File: src/rtl/mux8_rr_sel_arbiter.sv
// Round-robin arbiter driving the 3-bit select and one-hot grant of a shared 8:1 mux.
// Define MUX_ARB_GUARD_EN to insert a one-cycle GUARD gap between a release and the next grant.
module mux8_rr_sel_arbiter #(
    parameter int NREQ     = 8,
    parameter int SEL_W    = 3,
    parameter int HOLD_MAX = 4,
    parameter int CNT_W    = 3
) (
    input  logic             clk,
    input  logic             rst_n,
    input  logic [NREQ-1:0]  req,
    output logic [SEL_W-1:0] sel,
    output logic [NREQ-1:0]  gnt,
    output logic             gnt_valid,
    output logic [1:0]       dbg_state
);

    localparam logic [1:0] ST_IDLE  = 2'd0;
    localparam logic [1:0] ST_GRANT = 2'd1;
`ifdef MUX_ARB_GUARD_EN
    localparam logic [1:0] ST_GUARD = 2'd2;
`endif
    localparam logic [CNT_W-1:0] HOLD_LAST = (HOLD_MAX == 0) ? '0 : CNT_W'(HOLD_MAX - 1);
    localparam logic [NREQ-1:0]  ONE       = {{(NREQ-1){1'b0}}, 1'b1};

    logic [1:0]       state_q, state_d;
    logic [NREQ-1:0]  gnt_q, gnt_d;
    logic [SEL_W-1:0] sel_q, sel_d;
    logic [SEL_W-1:0] ptr_q, ptr_d;
    logic [CNT_W-1:0] hold_cnt_q, hold_cnt_d;
    logic             gnt_valid_q, gnt_valid_d;

    logic             win_found;
    logic [SEL_W-1:0] win_idx;
    logic [SEL_W-1:0] cand;
    logic             cur_req;
    logic             others_req;
    logic             timeout;
    logic             release_g;

    // Search ptr+1 .. ptr+8 (mod 8); the grantee itself is examined last.
    always_comb begin
        win_found = 1'b0;
        win_idx   = ptr_q;
        cand      = ptr_q;
        for (int i = 1; i <= NREQ; i++) begin
            cand = ptr_q + SEL_W'(i);
            if (!win_found && req[cand]) begin
                win_found = 1'b1;
                win_idx   = cand;
            end
        end
    end

    always_comb begin
        cur_req    = req[sel_q];
        others_req = |(req & ~gnt_q);
        timeout    = (HOLD_MAX != 0) && (hold_cnt_q == HOLD_LAST);
        release_g  = !cur_req || (timeout && others_req);
    end

    always_comb begin
        state_d    = state_q;
        gnt_d      = gnt_q;
        sel_d      = sel_q;
        ptr_d      = ptr_q;
        hold_cnt_d = hold_cnt_q;
        case (state_q)
            ST_IDLE: begin
                if (win_found) begin
                    state_d    = ST_GRANT;
                    gnt_d      = ONE << win_idx;
                    sel_d      = win_idx;
                    ptr_d      = win_idx;
                    hold_cnt_d = '0;
                end
            end
            ST_GRANT: begin
                if (release_g) begin
                    if (win_found) begin
`ifdef MUX_ARB_GUARD_EN
                        state_d = ST_GUARD;
                        gnt_d   = '0;
`else
                        gnt_d      = ONE << win_idx;
                        sel_d      = win_idx;
                        ptr_d      = win_idx;
                        hold_cnt_d = '0;
`endif
                    end else begin
                        state_d = ST_IDLE;
                        gnt_d   = '0;
                    end
                end else if (timeout) begin
                    // Sole requester at its limit keeps the grant; the burst restarts.
                    hold_cnt_d = '0;
                end else if (hold_cnt_q != HOLD_LAST) begin
                    hold_cnt_d = hold_cnt_q + 1'b1;
                end
            end
`ifdef MUX_ARB_GUARD_EN
            ST_GUARD: begin
                if (win_found) begin
                    state_d    = ST_GRANT;
                    gnt_d      = ONE << win_idx;
                    sel_d      = win_idx;
                    ptr_d      = win_idx;
                    hold_cnt_d = '0;
                end else begin
                    state_d = ST_IDLE;
                end
            end
`endif
            default: begin
                state_d = ST_IDLE;
                gnt_d   = '0;
            end
        endcase
        gnt_valid_d = (state_d == ST_GRANT);
    end

    always_ff @(posedge clk or negedge rst_n) begin
        if (!rst_n) begin
            state_q     <= ST_IDLE;
            gnt_q       <= '0;
            sel_q       <= '0;
            ptr_q       <= SEL_W'(NREQ - 1);
            hold_cnt_q  <= '0;
            gnt_valid_q <= 1'b0;
        end else begin
            state_q     <= state_d;
            gnt_q       <= gnt_d;
            sel_q       <= sel_d;
            ptr_q       <= ptr_d;
            hold_cnt_q  <= hold_cnt_d;
            gnt_valid_q <= gnt_valid_d;
        end
    end

    assign gnt       = gnt_q;
    assign sel       = sel_q;
    assign gnt_valid = gnt_valid_q;
    assign dbg_state = state_q;

endmodule

File: config.mk
export PLATFORM = sky130hd
export DESIGN_NAME = mux8_rr_sel_arbiter
export DESIGN_NICKNAME = d
export VERILOG_FILES = /design/src/rtl/mux8_rr_sel_arbiter.sv
export SDC_FILE = /design/constraint.sdc
export NUM_CORES = 1
export LEC_CHECK = 0
export BUFFER_PORTS_ARGS = -buffer_cell sky130_fd_sc_hd__buf_4
export CAP_MARGIN = 20
export CORE_ASPECT_RATIO = 1.75
export CORE_UTILIZATION = 25
export CTS_BUF_LIST = sky130_fd_sc_hd__clkbuf_8 sky130_fd_sc_hd__clkbuf_16
export CTS_CLUSTER_DIAMETER = 30
export DETAILED_ROUTE_END_ITERATION = 16
export SYNTH_ARGS = -nofsm -noshare
export SYNTH_HDL_FRONTEND = slang
export SYNTH_SLANG_ARGS = --single-unit
File: constraint.sdc
create_clock -name clk -period 4.1 [get_ports clk]
set_clock_uncertainty 0.05 [all_clocks]
set_input_delay 0.82 -clock clk [delete_from_list [all_inputs] [get_ports clk]]
set_output_delay 0.82 -clock clk [all_outputs]
set_load 0.02 [all_outputs]
==> flow_summary.yaml <==
status:
  status: "finished clean"
cts:
  cts_sinks: 20
  clockBufferDepth: 2
  cts_setup_buffers: 0
  cts_hold_buf: 0
  clk_pin_slew_ns: 0.06
  cts_made_buffers: 3
  ctsResizeCount: 0
  root_buffer: "clkbuf_16"
  cts_max_level: 1
  clkLatencyLatePin_ns: 0.26
  cts_tree: "done"
cells_and_area:
  layout-drive-gt1-share_pct: 30.92
  postLayoutCellArea_mm2: 0.002292
  stdcell_count: 297
  diodes: 0
  syn2layout_area_growth_pct: 12.74
  fin_nets: 221
  fill_cells: 799
yosys:
  ys_seq_elements: 20
  netlist_instances: 193
  syn-cell-area_mm2: 0.002033
  postSynthAreaPerCell_um2: 10.53
  yosysWarnings: 0
  synthDistinctLibCells: 55
  synth_seq_area_share_pct: 24.80
  synth_fp_nets: 206
worst_setup_path:
  end_kind: "flip-flop"
  critPathTopFamily: "multiplexers"
  cp_max_fo: 12
  critical_path_class: "flip-flop to flip-flop"
  crit_chain: "inv_1, ha_1, mux4_2, mux2i_1, a32o_1, or3b_4, or3_4, o311a_2, o41ai_1"
  cp-start-kind: "flip-flop"
  path_buf_inv: 1
  critPathArrivalTime_ns: 3.85
  cp.required_ns: 4.19
  crit_path_top_delay_cell: "mux4_2"
  cp_slowest_stage_delay_ns: 0.65
sta:
  rsz0062_at_grt: "no"
  finalCriticalPeriod_ns: 3.751
  final-hold-violation-count: 0
  setup_viol_count_final: 0
  whs_ns: 0.3823
  fin_crit_sh_pct: 91.50
  finalSetupTns_ns: 0
  tightest_slew_ns: 0.8688
  fmax_ghz: 0.2666
  relSlewSlack_pct: 42.08
  slew_violations: 0
min_path:
  min_path_type: "input pin to asynchronous set/reset pin"
global_routing:
  grt_overflow: 0
  grt_max_degree: 21
  grt_pass1_wl_um: 9349
  grt_pass1_vias: 1805
  antenna_found_initial: 0
  track_usage_pct: 14.25
detailed_routing:
  drt-pass1-iter-count: 4
  drt-total-wl_um: 5731
  wire_per_inst_um: 19.30
  drc_errors: 0
  dr.first_iter.drc_count: 78
  via_count: 1715
  postRouteAntennaNets: 0
  vias_per_cell: 5.774
placed_design:
  dp_hpwl_um: 4352
  dp_cells: 293
  placed_area_mm2: 0.002203
  place.gp.congestion: 0.8383
  portBuffers: 23
floorplan:
  initial_core_util_pct: 25.71
  rows: 43
  die_height_um: 121.3
  dieArea_mm2: 0.008512
  pin_count: 24
  die_w_um: 70.17
  core_mm2: 0.007909
flow_run:
  drv_cap: 0
-- through the flow --
step                      setup slack, ns  util (%)
after floorplan                    0.5443         -
after global placement             0.4818     27.86
after detailed placement           0.4187     27.86
after CTS                          0.3780     28.98
after global routing               0.1506     28.98
final                              0.3485     28.98
-- registers in the layout, indices dropped and copies added (netlist names) --
| register | count |
|---|---|
| gnt_valid | 1 |
| sel | 3 |
| dbg_state | 2 |
| ptr_q | 3 |
| gnt | 8 |
| hold_cnt_q | 3 |
-- logic make-up after synthesis --
kind of cell / share of synthesized area, %
buffers and inverters: 8.984
AND/OR/NAND/NOR: 12.31
XOR/XNOR: 2.154
adder cells (fa/ha/maj): 1.846
AO/OA/AOI/OAI: 19.14
multiplexers: 30.58
other: 0.1844
flip-flops: 24.80
-- metal layers --
metal	part of all wire, %	vias up	track usage, %
li1	-	772	-
met1	34	854	13.90
met2	56	64	27.34
met3	4.4	25	1.827
met4	5.3	0	9.250
met5	0	-	0
-- path summary, 6_finish.rpt --
path	start	endpoint	slack, ns	depth (start not counted)
min	rst_n	gnt[5]	0.38	1
min in group clk	hold_cnt_q[2]	hold_cnt_q[2]	0.44	1
max reg2reg	ptr_q[0]	gnt[1]	0.35	9
min reg2reg	hold_cnt_q[2]	hold_cnt_q[2]	0.44	1
max in group asynchronous	rst_n	ptr_q[0]	3.34	1
max	ptr_q[0]	gnt[1]	0.35	9
-- cells in the mapped netlist, drive strengths merged --
master   instances  area, µm²
a211o            1      10.01
a211oi           2      20.02
a21o             1      7.510
a21oi            7      35.03
a221oi           2      17.52
a222oi           1      10.01
a22o             1      10.01
a22oi            5      37.54
a311o            1      11.26
a311oi           2      23.77
a32o             1      10.01
a41o             1      10.01
and2             1      6.260
and3             1      11.26
buf             10      91.33
clkbuf           5      38.79
conb             1      3.750
dfrtp           17      425.4
dfstp            3      78.83
ha               3      37.54
inv             14      52.55
mux2             9      101.3
mux2i            8      92.59
mux4            18      427.9
nand2           22      82.58
nand2b           2      12.51
nand3            1      5.000
nand4b           1      15.01
nor2            14      52.55
nor2b            1      6.260
nor3             3      15.01
o21ai            9      45.04
o21bai           1      7.510
o22ai            1      6.260
o2bb2ai          1      8.760
o311a            1      11.26
o311ai           1      16.27
o31a             2      18.77
o31ai            5      37.54
o41ai            4      35.03
or3              1      11.26
or3b             1      11.26
or4              1      7.510
or4b             1      13.76
xnor2            5      43.79
-- cell type report --
type                            instances  area (µm²)  area share (%)
Multi-Input combinational cell        144        1346           58.73
Sequential cell                        20       504.2           22.00
Timing Repair Buffer                   25       187.7           8.188
Tap cell                               90       112.6           4.913
Clock buffer                            4       88.84           3.876
Inverter                               14       52.55           2.293
-- placed cells by master (no fill, tap or decap), types with 7 or more instances in the layout --
cell type,instances
a21oi_1,7
o21ai_0,7
nor2_1,14
mux2i_1,7
mux4_2,12
nand2_1,22
inv_1,14
buf_4,25
dfrtp_1,17
Power is left out: the tool's default activity adds up to more than one toggle a clock period on the data nets, which glitch-free logic cannot reach.
